--- src/rtl/aes_job_issuer.sv ---
// aes_job_issuer: initiator side of the AES wrapper CSR handshake.
// Takes one-block jobs from the host, applies optional CBC chaining, launches
// the wrapper with a single-cycle start pulse, follows the wrapper's status and
// capture strobes, and returns the result block with an error flag.
//
// Handshakes: a transfer happens on a rising clock edge where valid and ready
// are both high. job_ready is high only in IDLE. res_valid stays high, with
// res_data/res_error stable, until the edge where res_ready is also high.
module aes_job_issuer #(
  parameter int TIMEOUT_CYCLES = 4096,  // 0 disables the timeout
  parameter int CNT_W          = 13
) (
  input  logic         clock,
  input  logic         reset,
  input  logic         job_valid,
  output logic         job_ready,
  input  logic [127:0] job_key,
  input  logic [127:0] job_iv,
  input  logic [127:0] job_data,
  input  logic         job_decrypt,
  input  logic         job_cbc,
  input  logic         job_first,
  output logic         res_valid,
  input  logic         res_ready,
  output logic [127:0] res_data,
  output logic         res_error,
  output logic         busy,
  output logic [127:0] aes_key,
  output logic [127:0] aes_iv,
  output logic [127:0] aes_plaintext,
  output logic [7:0]   aes_csr,
  input  logic [2:0]   aes_status,
  input  logic         aes_csr_update,
  input  logic         aes_ctrwrite,
  input  logic [127:0] aes_ciphertext,
  output logic [2:0]   dbg_state
);

  typedef enum logic [2:0] {
    S_IDLE      = 3'd0,
    S_LAUNCH    = 3'd1,
    S_WAIT_ACK  = 3'd2,
    S_WAIT_DATA = 3'd3,
    S_WAIT_DONE = 3'd4,
    S_RESULT    = 3'd5
  } state_t;

  // The launch cycle is followed by at most TIMEOUT_CYCLES waiting cycles; a
  // done strobe in the last of them still completes the job normally.
  localparam bit             TMO_EN   = (TIMEOUT_CYCLES != 0);
  localparam logic [CNT_W-1:0] TMO_LAST = CNT_W'((TIMEOUT_CYCLES == 0) ? 0 : TIMEOUT_CYCLES - 1);

  state_t             state;
  logic [127:0]       job_data_q;
  logic               cbc_q;
  logic               dec_q;
  logic [127:0]       chain;
  logic [127:0]       cap;
  logic [CNT_W-1:0]   cnt;

  logic [127:0]       chain_next;
  logic               ack_hit;
  logic               done_hit;
  logic [127:0]       fin_data;

  assign job_ready  = (state == S_IDLE);
  assign busy       = (state != S_IDLE);
  assign dbg_state  = state;

  // Chain value a new job would XOR against, before it is stored.
  assign chain_next = job_first ? job_iv : chain;
  assign ack_hit    = aes_csr_update && (aes_status == 3'd2);
  assign done_hit   = aes_csr_update && (aes_status == 3'd1);
  // CBC decrypt un-chains the wrapper output with the previous ciphertext.
  assign fin_data   = (cbc_q && dec_q) ? (cap ^ chain) : cap;

  // Job sequencing FSM with all wrapper-facing and host-facing outputs registered.
  always_ff @(posedge clock or posedge reset) begin
    if (reset) begin
      state         <= S_IDLE;
      job_data_q    <= '0;
      cbc_q         <= 1'b0;
      dec_q         <= 1'b0;
      chain         <= '0;
      cap           <= '0;
      cnt           <= '0;
      aes_key       <= '0;
      aes_iv        <= '0;
      aes_plaintext <= '0;
      aes_csr       <= '0;
      res_valid     <= 1'b0;
      res_data      <= '0;
      res_error     <= 1'b0;
    end else begin
      case (state)
        S_IDLE: begin
          if (job_valid) begin
            job_data_q    <= job_data;
            cbc_q         <= job_cbc;
            dec_q         <= job_decrypt;
            aes_key       <= job_key;
            aes_iv        <= job_iv;
            if (job_cbc && job_first) chain <= job_iv;
            aes_plaintext <= (job_cbc && !job_decrypt) ? (job_data ^ chain_next) : job_data;
            // bit 6 selects decrypt, bit 2 is the start pulse
            aes_csr       <= {1'b0, job_decrypt, 3'b000, 1'b1, 2'b00};
            state         <= S_LAUNCH;
          end
        end

        S_LAUNCH: begin
          // The wrapper restarts on every cycle start is high, so drop it now.
          aes_csr[2] <= 1'b0;
          cnt        <= '0;
          state      <= S_WAIT_ACK;
        end

        S_WAIT_ACK, S_WAIT_DATA, S_WAIT_DONE: begin
          if ((state == S_WAIT_DONE) && done_hit) begin
            res_valid <= 1'b1;
            res_error <= 1'b0;
            res_data  <= fin_data;
            if (cbc_q) chain <= dec_q ? job_data_q : cap;
            state     <= S_RESULT;
          end else if (TMO_EN && (cnt == TMO_LAST)) begin
            res_valid <= 1'b1;
            res_error <= 1'b1;
            res_data  <= '0;
            state     <= S_RESULT;
          end else begin
            cnt <= cnt + 1'b1;
            if (state == S_WAIT_ACK) begin
              // A ciphertext strobe may overtake the busy acknowledge.
              if (aes_ctrwrite) begin
                cap   <= aes_ciphertext;
                state <= S_WAIT_DONE;
              end else if (ack_hit) begin
                state <= S_WAIT_DATA;
              end
            end else if (state == S_WAIT_DATA) begin
              if (aes_ctrwrite) begin
                cap   <= aes_ciphertext;
                state <= S_WAIT_DONE;
              end
            end
          end
        end

        S_RESULT: begin
          if (res_ready) begin
            res_valid <= 1'b0;
            res_error <= 1'b0;
            state     <= S_IDLE;
          end
        end

        default: state <= S_IDLE;
      endcase
    end
  end

endmodule

--- config.mk ---
export PLATFORM = sky130hd
export DESIGN_NAME = aes_job_issuer
export DESIGN_NICKNAME = d
export VERILOG_FILES = /design/src/rtl/aes_job_issuer.sv
export SDC_FILE = /design/constraint.sdc
export NUM_CORES = 2
export LEC_CHECK = 0
export CORE_AREA = 2 2 409 411
export CTS_BUF_LIST = sky130_fd_sc_hd__clkbuf_8 sky130_fd_sc_hd__clkbuf_16
export CTS_CLUSTER_SIZE = 20
export DETAILED_ROUTE_END_ITERATION = 8
export DIE_AREA = 0 0 411 413
export PLACE_DENSITY = 0.56
export SLEW_MARGIN = 20
export SYNTH_ARGS = -nofsm -noshare
export SYNTH_HDL_FRONTEND = slang
export SYNTH_SLANG_ARGS = --single-unit
export TNS_END_PERCENT = 100
--- constraint.sdc ---
create_clock -name clock -period 36.1 [get_ports clock]
set_input_delay 7.22 -clock clock [delete_from_list [all_inputs] [get_ports clock]]
set_output_delay 7.22 -clock clock [all_outputs]
set_load 0.02 [all_outputs]
==> results by group <==
Run status
  – Outcome: complete, no violations

Synth
  – Synth warnings: 0
  – Ys flop type: dfrtp_1
  – Mapped cell area: 0.0409 mm2
  – Distinct cells, synth: 51
  – Synth area leader: dfrtp_1
  – Post-synthesis sequential area ratio: a little under three fifths
  – EDFF count, synth: 0
  – Cell count after synthesis: 3570
  – Post-synthesis average cell area: 11.4 um2
  – Synth top area share: 56.1%
  – Seq cells post-synth: around 900
  – Async SR Flop Fraction: 100%
  – Count leader, synth: dfrtp_1
  – Post-synth top cells: dfrtp_1, nand2_1, mux2_2, nor2_1, o21ai_0
  – Area contributors post-synth: dfrtp_1, mux2_2, mux2i_1

Clock network
  – Worst-skew pair later-pin latency: 730 ps
  – CTS root buf: clkbuf_16
  – Clock buffer depth: 3
  – CTS tree: yes
  – CTS H-Tree Depth: 3
  – Clock Sinks: 917
  – CTS-repair resized insts: 0
  – Clock transition at path regs: around 60 ps
  – Post-CTS Setup Repair Bufs: 0
  – Num CTS Buffers: 107
  – Hold Buf Count CTS: 0

Floorplan
  – Num ports: approximately 1100
  – Starting Density: 24.6%
  – Die Span Y: 413 um
  – Die X: 411 um
  – Die Area: 0.170 mm2
  – Core Box Area: 0.166 mm2
  – Row count: 150

Job
  – Max cap viols: 0

Timing
  – Final Critical Period: between 10000 and 15000 ps
  – Skew final: 36.5 ps
  – Final Hold Vio Count: 0
  – Final period util: 31.6%
  – Rel. slew slack: 30.8%
  – Post-route setup TNS: 0 ps
  – Final Setup Violations: 0
  – Achievable Freq: 87.7 MHz
  – Setup WS post-layout: 24690 ps
  – Slew Limit Fails: 0
  – Worst-margin pin slew: 1040 ps
  – RSZ-0062 raised after global routing: false

Global routing
  – Number of global-route vias before repair: 30955
  – Initial antenna violation count: 57
  – GR Overflow Total: 0
  – Pin count of the biggest net entering global routing: about 160
  – First-pass GRT wire length: 230000 um
  – Tot GR Track Use: 18.6%

Route
  – WL per Instance: 23.8 um
  – Vias per cell: 4.50
  – Post-Route WL: 163000 um
  – DR DRC count: 0
  – DRT Pass-1 Iters: 7
  – Vias: around 31000
  – ANT nets after route: 0
  – Number of DRC markers in iteration 0: 1750

Setup path
  – Critical Path Sink Type: flop
  – Worst EP arrival: 11980 ps
  – Worst setup path category: input pin to flop
  – CP startpoint kind: input pin
  – Critical path fanouts, max: 78
  – Worst Path Required: 36680 ps

Pwr
  – Maximum vdd drop: 63.6 uV
  – Leakage: approximately 24 nW
  – Total power: 5.10 mW
  – Power Density: 89.7 mW/mm2

Min path
  – Worst hold path class: flop to flop

Placed design
  – Place WS: 24020 ps
  – Placer Congestion: around 0.87
  – Placed cells: between 6000 and 7000
  – Port bufs: about 1000
  – Detailed Place HPWL: 118000 um

Finish
  – Layout cells sized above 1: 13.7%
  – Layout area overhead: 39.1%
  – Nets: 5058
  – Post-route core utilization: between 30 and 40%
  – Non-filler cells, final: around 6800
[layout make-up]
type / count / area (um2)
diodes: 17 / 42.5
clock buffers: 128 / 2980
clock inverters: 63 / 440
fillers: 16735 / 109000
inverters: 3 / 18.8
multi-input cells: 2415 / 16800
flip-flops and latches: 917 / 23000
well taps: 2204 / 2760
repair buffers: 1089 / 10800
[sequential cells by signal, indices dropped and copies added, names as in the netlist, 2 cells and up]
signal / flops
aes_csr: 2
aes_iv: 128
aes_key: 128
aes_plaintext: 128
cap: 128
chain: 128
cnt: 13
dbg_state: 3
job_data_q: 128
res_data: 128
[cells in the final DEF (no fill, tap or decap), types with 4 or more instances in the layout]
cell type	instances
clkdlybuf4s50_1	1042
dfrtp_1	916
nand2_1	396
mux2_2	394
nor2_1	391
o21ai_0	265
mux2i_1	262
a21oi_1	259
xnor2_1	131
xor2_1	128
mux2_1	110
clkbuf_16	108
buf_4	42
inv_1	27
clkinv_2	26
clkbuf_8	20
diode_2	17
mux2_4	10
nand3_1	8
nand4_1	7
conb_1	6
nand2b_1	5
and3_1	4
clkinv_16	4
buf_12	4
[critical path, cell delays in order]
cell,delay (ps)
clkdlybuf4s50_1,540
and2_4,590
buf_4,530
buf_4,760
buf_4,860
buf_4,740
mux2_2,420
[through the flow]
step / instance area [um2] / hold slack [ps]
floorplan: 40900 / 463
global placement: 53400 / 462
detailed placement: 53400 / 469
CTS: 56800 / 482
global route: 56800 / 496
finish: 56900 / 476
[metal layers]
| metal | wire length (um) | vias to the layer above | track usage, % |
|---|---|---|---|
| met1 | 63200 | 15463 | 21.6 |
| met5 | 109 | - | 0 |
| li1 | - | 14028 | - |
| met3 | 12100 | 240 | 5.42 |
| met2 | 82300 | 1030 | 32.7 |
| met4 | 5210 | 16 | 6.33 |
[kinds of logic (layout without fill, tap and decap cells)]
kind of cell / after synthesis / in the layout / share of synthesized area (%)
compound gates: 538 / 538 / 6.69
simple gates: 835 / 835 / 8.04
xor+xnor: 259 / 259 / 5.55
fa+ha+maj: 1 / 1 / 0.0306
mux: 776 / 776 / 20.7
other cells: 1 / 23 / 0.00918
buf+inv: 243 / 1283 / 2.87
flops: 917 / 917 / 56.1
[path summary, 6_finish.rpt]
| check | slack, ps | endpoint | cells after the start | from |
|---|---|---|---|---|
| worst min-delay path | 480 | res_data[90] | 2 | res_data[90] |
| worst max register to register | 30680 | aes_key[70] | 7 | dbg_state[0] |
| min in group asynchronous | 7030 | aes_key[43] | 2 | reset |
| worst min register to register | 480 | res_data[90] | 2 | res_data[90] |
| max in group asynchronous | 25510 | chain[6] | 6 | reset |
| worst max-delay path | 24690 | aes_key[70] | 7 | job_valid |
[power breakdown]
group / total (mW) / switching [mW] / internal, mW / leakage (nW)
Sequential: 1.84 / 0.333 / 1.51 / 11.1
Clock: 1.06 / 0.466 / 0.593 / 1.79
Combinational: 2.20 / 1.16 / 1.04 / 10.7
No activity file was read; power rests on OpenSTA's default activity.
